<file path="config.mk">
export PLATFORM = sky130hd
export DESIGN_NAME = inst_encoder
export DESIGN_NICKNAME = d
export VERILOG_FILES = /design/src/rtl/encoder_pkg.sv /design/src/rtl/inst_encoder_pack.sv /design/src/rtl/inst_encoder.sv
export SDC_FILE = /design/constraint.sdc
export NUM_CORES = 1
export LEC_CHECK = 0
export CORE_ASPECT_RATIO = 1.25
export CORE_MARGIN = 2
export CORE_UTILIZATION = 41
export CTS_CLUSTER_SIZE = 20
export DETAILED_ROUTE_END_ITERATION = 10
export PLACE_DENSITY = 0.77
export RECOVER_POWER = 50
export SLEW_MARGIN = 20
export SYNTH_ARGS = -nofsm -noshare
export SYNTH_HDL_FRONTEND = slang
export SYNTH_SLANG_ARGS = --single-unit
</file>
<file path="constraint.sdc">
create_clock -name clk_i -period 2.03 [get_ports clk_i]
set_input_delay 0.406 -clock clk_i [delete_from_list [all_inputs] [get_ports clk_i]]
set_output_delay 0.406 -clock clk_i [all_outputs]
set_load 0.1 [all_outputs]
</file>
<file path="src/rtl/encoder_pkg.sv">
// Shared encoding constants: instruction kinds, base opcodes, the canonical NOP
// and the encoder FSM state type.
package encoder_pkg;

    localparam logic [2:0] KIND_R      = 3'd0;
    localparam logic [2:0] KIND_IARITH = 3'd1;
    localparam logic [2:0] KIND_LOAD   = 3'd2;
    localparam logic [2:0] KIND_STORE  = 3'd3;
    localparam logic [2:0] KIND_BRANCH = 3'd4;

    localparam logic [6:0] OP_R      = 7'b0110011;
    localparam logic [6:0] OP_IARITH = 7'b0010011;
    localparam logic [6:0] OP_LOAD   = 7'b0000011;
    localparam logic [6:0] OP_STORE  = 7'b0100011;
    localparam logic [6:0] OP_BRANCH = 7'b1100011;

    // addi x0, x0, 0
    localparam logic [31:0] NOP_WORD = 32'h0000_0013;

    typedef enum logic [1:0] {
        ST_IDLE,
        ST_WRITE,
        ST_PAD
    } encState_e;

endpackage

</file>
<file path="src/rtl/inst_encoder_pack.sv">
// Combinational field packer: instruction kind plus fields -> 32-bit RV32I word.
// Kinds outside the supported set raise illegal and produce a zero word.
module inst_pack
    import encoder_pkg::*;
(
    input  logic [2:0]  kind,
    input  logic [2:0]  funct3,
    input  logic [6:0]  funct7,
    input  logic [4:0]  rd,
    input  logic [4:0]  rs1,
    input  logic [4:0]  rs2,
    input  logic [12:0] imm,
    output logic [31:0] word,
    output logic        illegal
);

    // Branch offsets are always even, so bit 0 carries no information.
    logic unusedImmLsb;
    assign unusedImmLsb = imm[0];

    always_comb begin
        word    = '0;
        illegal = 1'b0;
        case (kind)
            KIND_R:      word = {funct7, rs2, rs1, funct3, rd, OP_R};
            KIND_IARITH: word = {imm[11:0], rs1, funct3, rd, OP_IARITH};
            KIND_LOAD:   word = {imm[11:0], rs1, funct3, rd, OP_LOAD};
            KIND_STORE:  word = {imm[11:5], rs2, rs1, funct3, imm[4:0], OP_STORE};
            KIND_BRANCH: word = {imm[12], imm[10:5], rs2, rs1, funct3, imm[4:1], imm[11], OP_BRANCH};
            default:     illegal = 1'b1;
        endcase
    end

endmodule

</file>
<file path="src/rtl/inst_encoder.sv">
// Instruction encoder: accepts encode requests or NOP-pad requests and writes the
// resulting words sequentially into instruction memory, one word per cycle.
module inst_encoder
    import encoder_pkg::*;
#(
    parameter int          DEPTH     = 256,
    parameter logic [31:0] BASE      = 32'h0000_0000,
    parameter int          PAD_WORDS = 4
) (
    input  logic                     clk_i,
    input  logic                     rst_i,
    input  logic                     req_valid_i,
    output logic                     req_ready_o,
    input  logic [2:0]               kind_i,
    input  logic [2:0]               funct3_i,
    input  logic [6:0]               funct7_i,
    input  logic [4:0]               rd_i,
    input  logic [4:0]               rs1_i,
    input  logic [4:0]               rs2_i,
    input  logic [12:0]              imm_i,
    input  logic                     pad_i,
    output logic                     mem_we_o,
    output logic [31:0]              mem_addr_o,
    output logic [31:0]              mem_data_o,
    output logic [$clog2(DEPTH):0]   count_o,
    output logic                     full_o,
    output logic                     err_o
);

    localparam int CW = $clog2(DEPTH) + 1;
    localparam int PW = $clog2(PAD_WORDS + 1);

    encState_e       stateReg;
    logic [CW-1:0]   countReg;
    logic [PW-1:0]   padLeftReg;
    logic            weReg;
    logic [31:0]     addrReg;
    logic [31:0]     dataReg;
    logic            errReg;

    logic [31:0]     packedWord;
    logic            packedIllegal;
    logic [CW-1:0]   countInc;

    inst_pack packer (
        .kind    (kind_i),
        .funct3  (funct3_i),
        .funct7  (funct7_i),
        .rd      (rd_i),
        .rs1     (rs1_i),
        .rs2     (rs2_i),
        .imm     (imm_i),
        .word    (packedWord),
        .illegal (packedIllegal)
    );

    function automatic logic [31:0] addrAt(input logic [CW-1:0] c);
        return BASE + (32'(c) << 2);
    endfunction

    assign countInc    = countReg + CW'(1);
    assign full_o      = (countReg == CW'(DEPTH));
    assign req_ready_o = (stateReg == ST_IDLE) && !full_o && !pad_i;

    // A write registered just before reset must not reach memory in the reset cycle.
    assign mem_we_o   = weReg && !rst_i;
    assign mem_addr_o = mem_we_o ? addrReg : '0;
    assign mem_data_o = mem_we_o ? dataReg : '0;
    assign count_o    = countReg;
    assign err_o      = errReg;

    always_ff @(posedge clk_i) begin
        if (rst_i) begin
            stateReg   <= ST_IDLE;
            countReg   <= '0;
            padLeftReg <= '0;
            weReg      <= 1'b0;
            addrReg    <= '0;
            dataReg    <= '0;
            errReg     <= 1'b0;
        end else begin
            case (stateReg)
                ST_IDLE: begin
                    if (pad_i && !full_o) begin
                        stateReg   <= ST_PAD;
                        weReg      <= 1'b1;
                        addrReg    <= addrAt(countReg);
                        dataReg    <= NOP_WORD;
                        padLeftReg <= PW'(PAD_WORDS - 1);
                    end else if (req_valid_i && req_ready_o) begin
                        if (packedIllegal) begin
                            errReg <= 1'b1;
                        end else begin
                            stateReg <= ST_WRITE;
                            weReg    <= 1'b1;
                            addrReg  <= addrAt(countReg);
                            dataReg  <= packedWord;
                        end
                    end
                end
                ST_WRITE: begin
                    countReg <= countInc;
                    stateReg <= ST_IDLE;
                    weReg    <= 1'b0;
                    addrReg  <= '0;
                    dataReg  <= '0;
                end
                ST_PAD: begin
                    countReg <= countInc;
                    // Stop early when the memory fills so the count never exceeds DEPTH.
                    if (padLeftReg != '0 && countInc != CW'(DEPTH)) begin
                        addrReg    <= addrAt(countInc);
                        padLeftReg <= padLeftReg - PW'(1);
                    end else begin
                        stateReg <= ST_IDLE;
                        weReg    <= 1'b0;
                        addrReg  <= '0;
                        dataReg  <= '0;
                    end
                end
                default: stateReg <= ST_IDLE;
            endcase
        end
    end

endmodule

</file>
# After elaboration in Yosys (flattened, before gate mapping)
# Index checks and enable logic that the tools add are counted.
[op_classes]
n_mux = 26
eq_ne = 13
reduce_logical = 21
n_bitwise = 2
add_sub_neg = 2
[op_table]
columns = ["op", "n"]
rows = [
  ["$mux 32", 9],
  ["$pmux 32 s3", 2],
  ["$pmux 32 s5", 1],
  ["$mux 11", 1],
  ["$add 9x1->9 const B", 1],
  ["$eq 9x9->1 const B", 1],
  ["$ne 9x9->1 const B", 1],
  ["$reduce_and 3->1", 3],
  ["$mux 2", 4],
  ["$reduce_and 4->1", 2],
  ["$eq 3x2->1 const B", 2],
  ["$logic_and 1x1->1", 6],
  ["$mux 3", 2],
  ["$pmux 3 s2", 1],
  ["$reduce_bool 3->1", 2],
  ["$reduce_or 5->1", 1],
  ["$mux 1", 4],
  ["$ne 2x2->1 const B", 2],
  ["$pmux 2 s2", 1],
  ["$eq 3x1->1 const B", 1],
  ["$eq 3x3->1 const B", 1],
  ["$logic_not 1->1", 3],
  ["$logic_not 3->1", 1],
  ["$ne 3x1->1 const B", 1],
  ["other kinds (10)", 11],
]
[word_totals]
ff_bits = 80
output_inout_bits = 77
in_bits = 45

# Longest topological paths before layout
[logic_depth]
ltp_word = 8
depth_mapped = 9
ltp_nobuf = 7

# Hierarchy
# A second synthesis with hierarchy kept.
[hier_totals]
hier_cells = 501
hier_area_um2 = 4085.2
[by_module_without_submodules]
columns = ["module", "cells_each", "area_per_inst_um2", "n_inst"]
rows = [
  ["inst_encoder", 404, 3326.9, 1],
  ["inst_pack", 97, 758.2, 1],
]

# Worst setup path before layout
# No wires, ideal clock.
[synth_timing]
path_kind = "flip-flop to flip-flop"
startpoint = "reg countReg[3] (netlist: count_o[3])"
endpoint = "reg errReg (netlist: err_o)"
setup_slack_ns = -2.967
arrival_time_ns = 4.869
n_path_buf = 0
stages_incl_launch_ff = 6
setup_time_ns = 0.128
cell_sequence = "dfxtp_1 or4_4 nor4_2 nor2_1 a31oi_1 nor2_1"
[synth_via]
elab_chain_len = 6
word_cells_on_any_way = 8
cone_classes = "eq/ne (1); bitwise (1); reduce/logical (6)"
[synth_lines]
columns = ["item", "line_no", "source"]
rows = [
  ["start: declaration", "inst_encoder.sv:34", "logic [CW-1:0] countReg;"],
  ["start signal: assignment", "inst_encoder.sv:102", "countReg <= countInc;"],
  ["start signal: assignment", "inst_encoder.sv:109", "countReg <= countInc;"],
  ["$eq 9x9->1", "inst_encoder.sv:62", "assign full_o = (countReg == CW'(DEPTH));"],
  ["named net full_o", "inst_encoder.sv:26", "output logic full_o,"],
  ["$logic_not 1->1", "inst_encoder.sv:63", "assign req_ready_o = (stateReg == ST_IDLE) && !full_o && !pad_i;"],
  ["$logic_and 1x1->1 (2 in series)", "inst_encoder.sv:63", ""],
  ["named net req_ready_o", "inst_encoder.sv:13", "output logic req_ready_o,"],
  ["$logic_and 1x1->1", "inst_encoder.sv:90", "end else if (req_valid_i && req_ready_o) begin"],
  ["$reduce_and 4->1 (no line)", "-", ""],
  ["end signal: assignment", "inst_encoder.sv:80", "errReg <= 1'b0;"],
  ["end signal: assignment", "inst_encoder.sv:92", "errReg <= 1'b1;"],
  ["end: declaration", "inst_encoder.sv:39", "logic errReg;"],
]
# The timed path passes the listed nets, and every way through them passes these cells.
# A chain may end at the register's enable or synchronous reset.

# Worst setup path after layout
[layout_timing]
startpoint = "reg countReg[6] (netlist: count_o[6])"
endpoint = "out full_o"
[layout_via]
elab_chain_len = 1
[layout_lines]
columns = ["item", "line_no"]
rows = [
  ["$eq 9x9->1", "inst_encoder.sv:62"],
  ["end: declaration", "inst_encoder.sv:26"],
]
# Every way passes these cells.

==> flow_metrics.py <==
metrics = {
    "yosys": {
        "synth-edff-count": 0,
        "synthesis.area_um2": 3453,
        "ys_seq_area_share_pct": 31.30,
        "synthFlopType": "dfxtp_1",
        "ys_warn_count": 0,
        "synth_area_per_cell_um2": 7.691,
        "yosys-top-cells-area": "dfxtp_1 31%, nor2b_1 7.8%, and2_1 6.9%",
        "synth_cells": 449,
        "yosys_register_bits": 54,
        "ys_async_sr_fraction_pct": 0,
        "synth_top_area_share_pct": 31.30,
        "synth_area_leader_cell": "dfxtp_1",
        "synth_cell_types": 47,
    },
    "place": {
        "pre_cts_slack_ns": -0.2159,
        "placed_area_um2": 5164,
        "dp_hpwl_um": 7391,
        "numPortBuffers": 96,
        "place_congestion": 0.8518,
    },
    "clocking": {
        "numCtsBuffers": 5,
        "cts_hold_buffers": 0,
        "clockBufferDepth": 2,
        "cts_sinks": 54,
        "cts_tree": "built",
        "clkTransAtPathRegs_ns": 0.10,
        "htree_levels": 2,
        "clk_latency_ns": 0.33,
        "ctsRootBufferMaster": "clkbuf_8",
    },
    "drt": {
        "wl_per_cell_um": 18.74,
        "vias_per_cell": 5.732,
        "drt_iter0_markers": 328,
        "ant_nets": 0,
        "drc": 0,
        "via_count": 3886,
        "totalWireLength_um": 12710,
        "firstDrtPassIters": 5,
    },
    "critical_path": {
        "rr_endpoint": "dataReg[15]",
        "crit_fanout": 3,
        "worstRegToRegCells": 9,
        "rr_startpoint": "count_o[6]",
        "start_kind": "flip-flop",
        "critical_path_class": "flip-flop to output pin",
        "endpoint_kind": "output pin",
        "crit_required_ns": 1.62,
        "rrSetupSlack_ns": -0.29,
        "crit_start": "count_o[6]",
        "worstPathArrival_ns": 2.00,
    },
    "die": {
        "die_area_um2": 9178,
        "rows": 37,
        "dieWidth_um": 86.09,
        "num_io_pins": 122,
        "start_util_pct": 42.14,
        "core-area_um2": 8194,
        "dieHeight_um": 106.6,
    },
    "final_layout": {
        "mostFrequentLayoutCell": "dfxtp_1",
        "design_area_um2": 5901,
        "mostFrequentLayoutCells": "48 x dfxtp_1, 43 x clkdlybuf4s50_1, 42 x nor2b_1, 42 x buf_12, 38 x buf_4",
        "drive_gt1_share_pct": 44.06,
        "regArea_um2": 1096,
        "multi_input_area_um2": 2601,
        "syn_to_final_growth_pct": 70.87,
        "final_nets": 632,
        "fillCellCount": 510,
        "antenna_cells": 0,
        "post-route-util_pct": 72.01,
    },
    "run_status": {
        "violations": "negative setup slack",
        "status": "finished, violations left",
    },
    "global_route": {
        "overflow": 0,
        "track_usage_pct": 24.61,
        "antenna_found_initial": 0,
        "gr-usage-met3_pct": 3.464,
        "grt_max_degree": 37,
        "grt_pass1_vias": 3744,
        "grt-busiest-layer": "met2",
        "grt_util_met2_pct": 43.52,
        "grt_pass1_wl_um": 18060,
        "gr-usage-met1_pct": 28.22,
    },
    "timing": {
        "fmax_mhz": 414.8,
        "max_slew.worst_pin.slew_ns": 0.5616,
        "rsz0062_at_grt": "true",
        "final-hold-violation-count": 0,
        "finalSetupViolCount": 62,
        "slew_viol_final": 0,
        "fin_crit_sh_pct": 118.8,
        "tns_ns": -9.032,
        "fin_skew_ns": 0.01488,
        "period_needed_ns": 2.411,
        "finalWorstSetupSlack_ns": -0.3810,
        "slew_headroom_pct": 62.72,
    },
    "pwr": {
        "p_leak_nw": 2.412,
        "power_density_nw_per_um2": 554.9,
        "vdd_ir_drop_max_mv": 0.6872,
        "finalPower_mw": 3.274,
    },
    "worst_hold_path": {
        "min_from": "dataReg[5]",
        "holdPathStages": 2,
        "hp-class": "flip-flop to flip-flop",
        "hold_end": "dataReg[5]",
    },
    "flow_run": {
        "cap_violations": 0,
    },
}
## cell type report
cell class              instances  area share [%]
flip-flops and latches         54           18.58
repair buffers                159           33.02
inverters                      12          0.8270
clock buffers                   5           1.166
clock inverters                 3          0.2757
well taps                      97           2.057
multi-input cells             348           44.08
## timing repair
action,CTS,global route
gates cloned,7,3
setup buffers,7,6
gates resized for setup,62,95
endpoints found under the hold margin,0,0
pin swaps,19,44
endpoints found under the setup margin,47,46
## metrics by stage
step | hold WS (ns) | std cells
after global routing | 0.4914 | 678
after CTS | 0.4607 | 675
after floorplan | 0.4406 | 473
after global placement | 0.4497 | 653
final | 0.4628 | 678
after detailed placement | 0.4637 | 653
## per-layer routing
| layer | part of all wire [%] | vias up |
|---|---|---|
| met5 | 0 | - |
| met4 | 4.1 | 0 |
| met3 | 6.8 | 52 |
| met2 | 53 | 211 |
| met1 | 36 | 1869 |
| li1 | - | 1754 |
## worst max-delay path: stages (launching register included)
cell	delay [ns]
dfxtp_2	0.33
or4_4	0.54
buf_6	0.14
nor4_4	0.31
buf_4	0.19
buf_12	0.16
## power breakdown
part	internal [mW]	switching, mW	leakage [nW]
clock	0.238	0.385	0.0432
combinational	0.528	0.970	1.93
sequential	1.12	0.0369	0.442
total	1.88	1.39	2.41
## worst max path at each step
stage / cells past startpoint / to / slack (ns)
after global placement: 8 / addrReg[2] / -0.15
after CTS: 5 / full_o / -0.34
after floorplan: 5 / err_o / -1.57
after detailed placement: 6 / dataReg[24] / -0.22
after global routing: 5 / full_o / -0.43
final: 5 / full_o / -0.38
## flip-flops by register name, summed over array words and instances (netlist names)
register,count
addrReg,9
count_o,9
dataReg,29
err_o,1
padLeftReg,3
stateReg,2
weReg,1
## Yosys cell counts, types with 6 or more instances
cell / number
ha_1: 7
dfxtp_1: 54
mux2_2: 12
nand2_1: 37
buf_4: 26
xor2_1: 7
o21ai_0: 42
a21oi_1: 27
buf_2: 7
inv_1: 11
nand3_1: 7
o21ai_1: 26
nor2_1: 16
clkbuf_1: 24
nor2b_1: 43
nand4_1: 6
and2_1: 38
## cell families after synthesis
| kind of cell | count (synthesis) | share of synthesized area [%] |
|---|---|---|
| AOI/OAI and AO/OA | 125 | 20.51 |
| xor gates and xnor gates | 7 | 1.775 |
| adders and majority gates | 7 | 2.536 |
| buffers and inverters | 71 | 11.05 |
| DFF | 54 | 31.30 |
| muxes | 14 | 4.493 |
| other | 1 | 0.1086 |
| and+or+nand+nor | 170 | 28.22 |
Power figures use the tool's default switching activity.
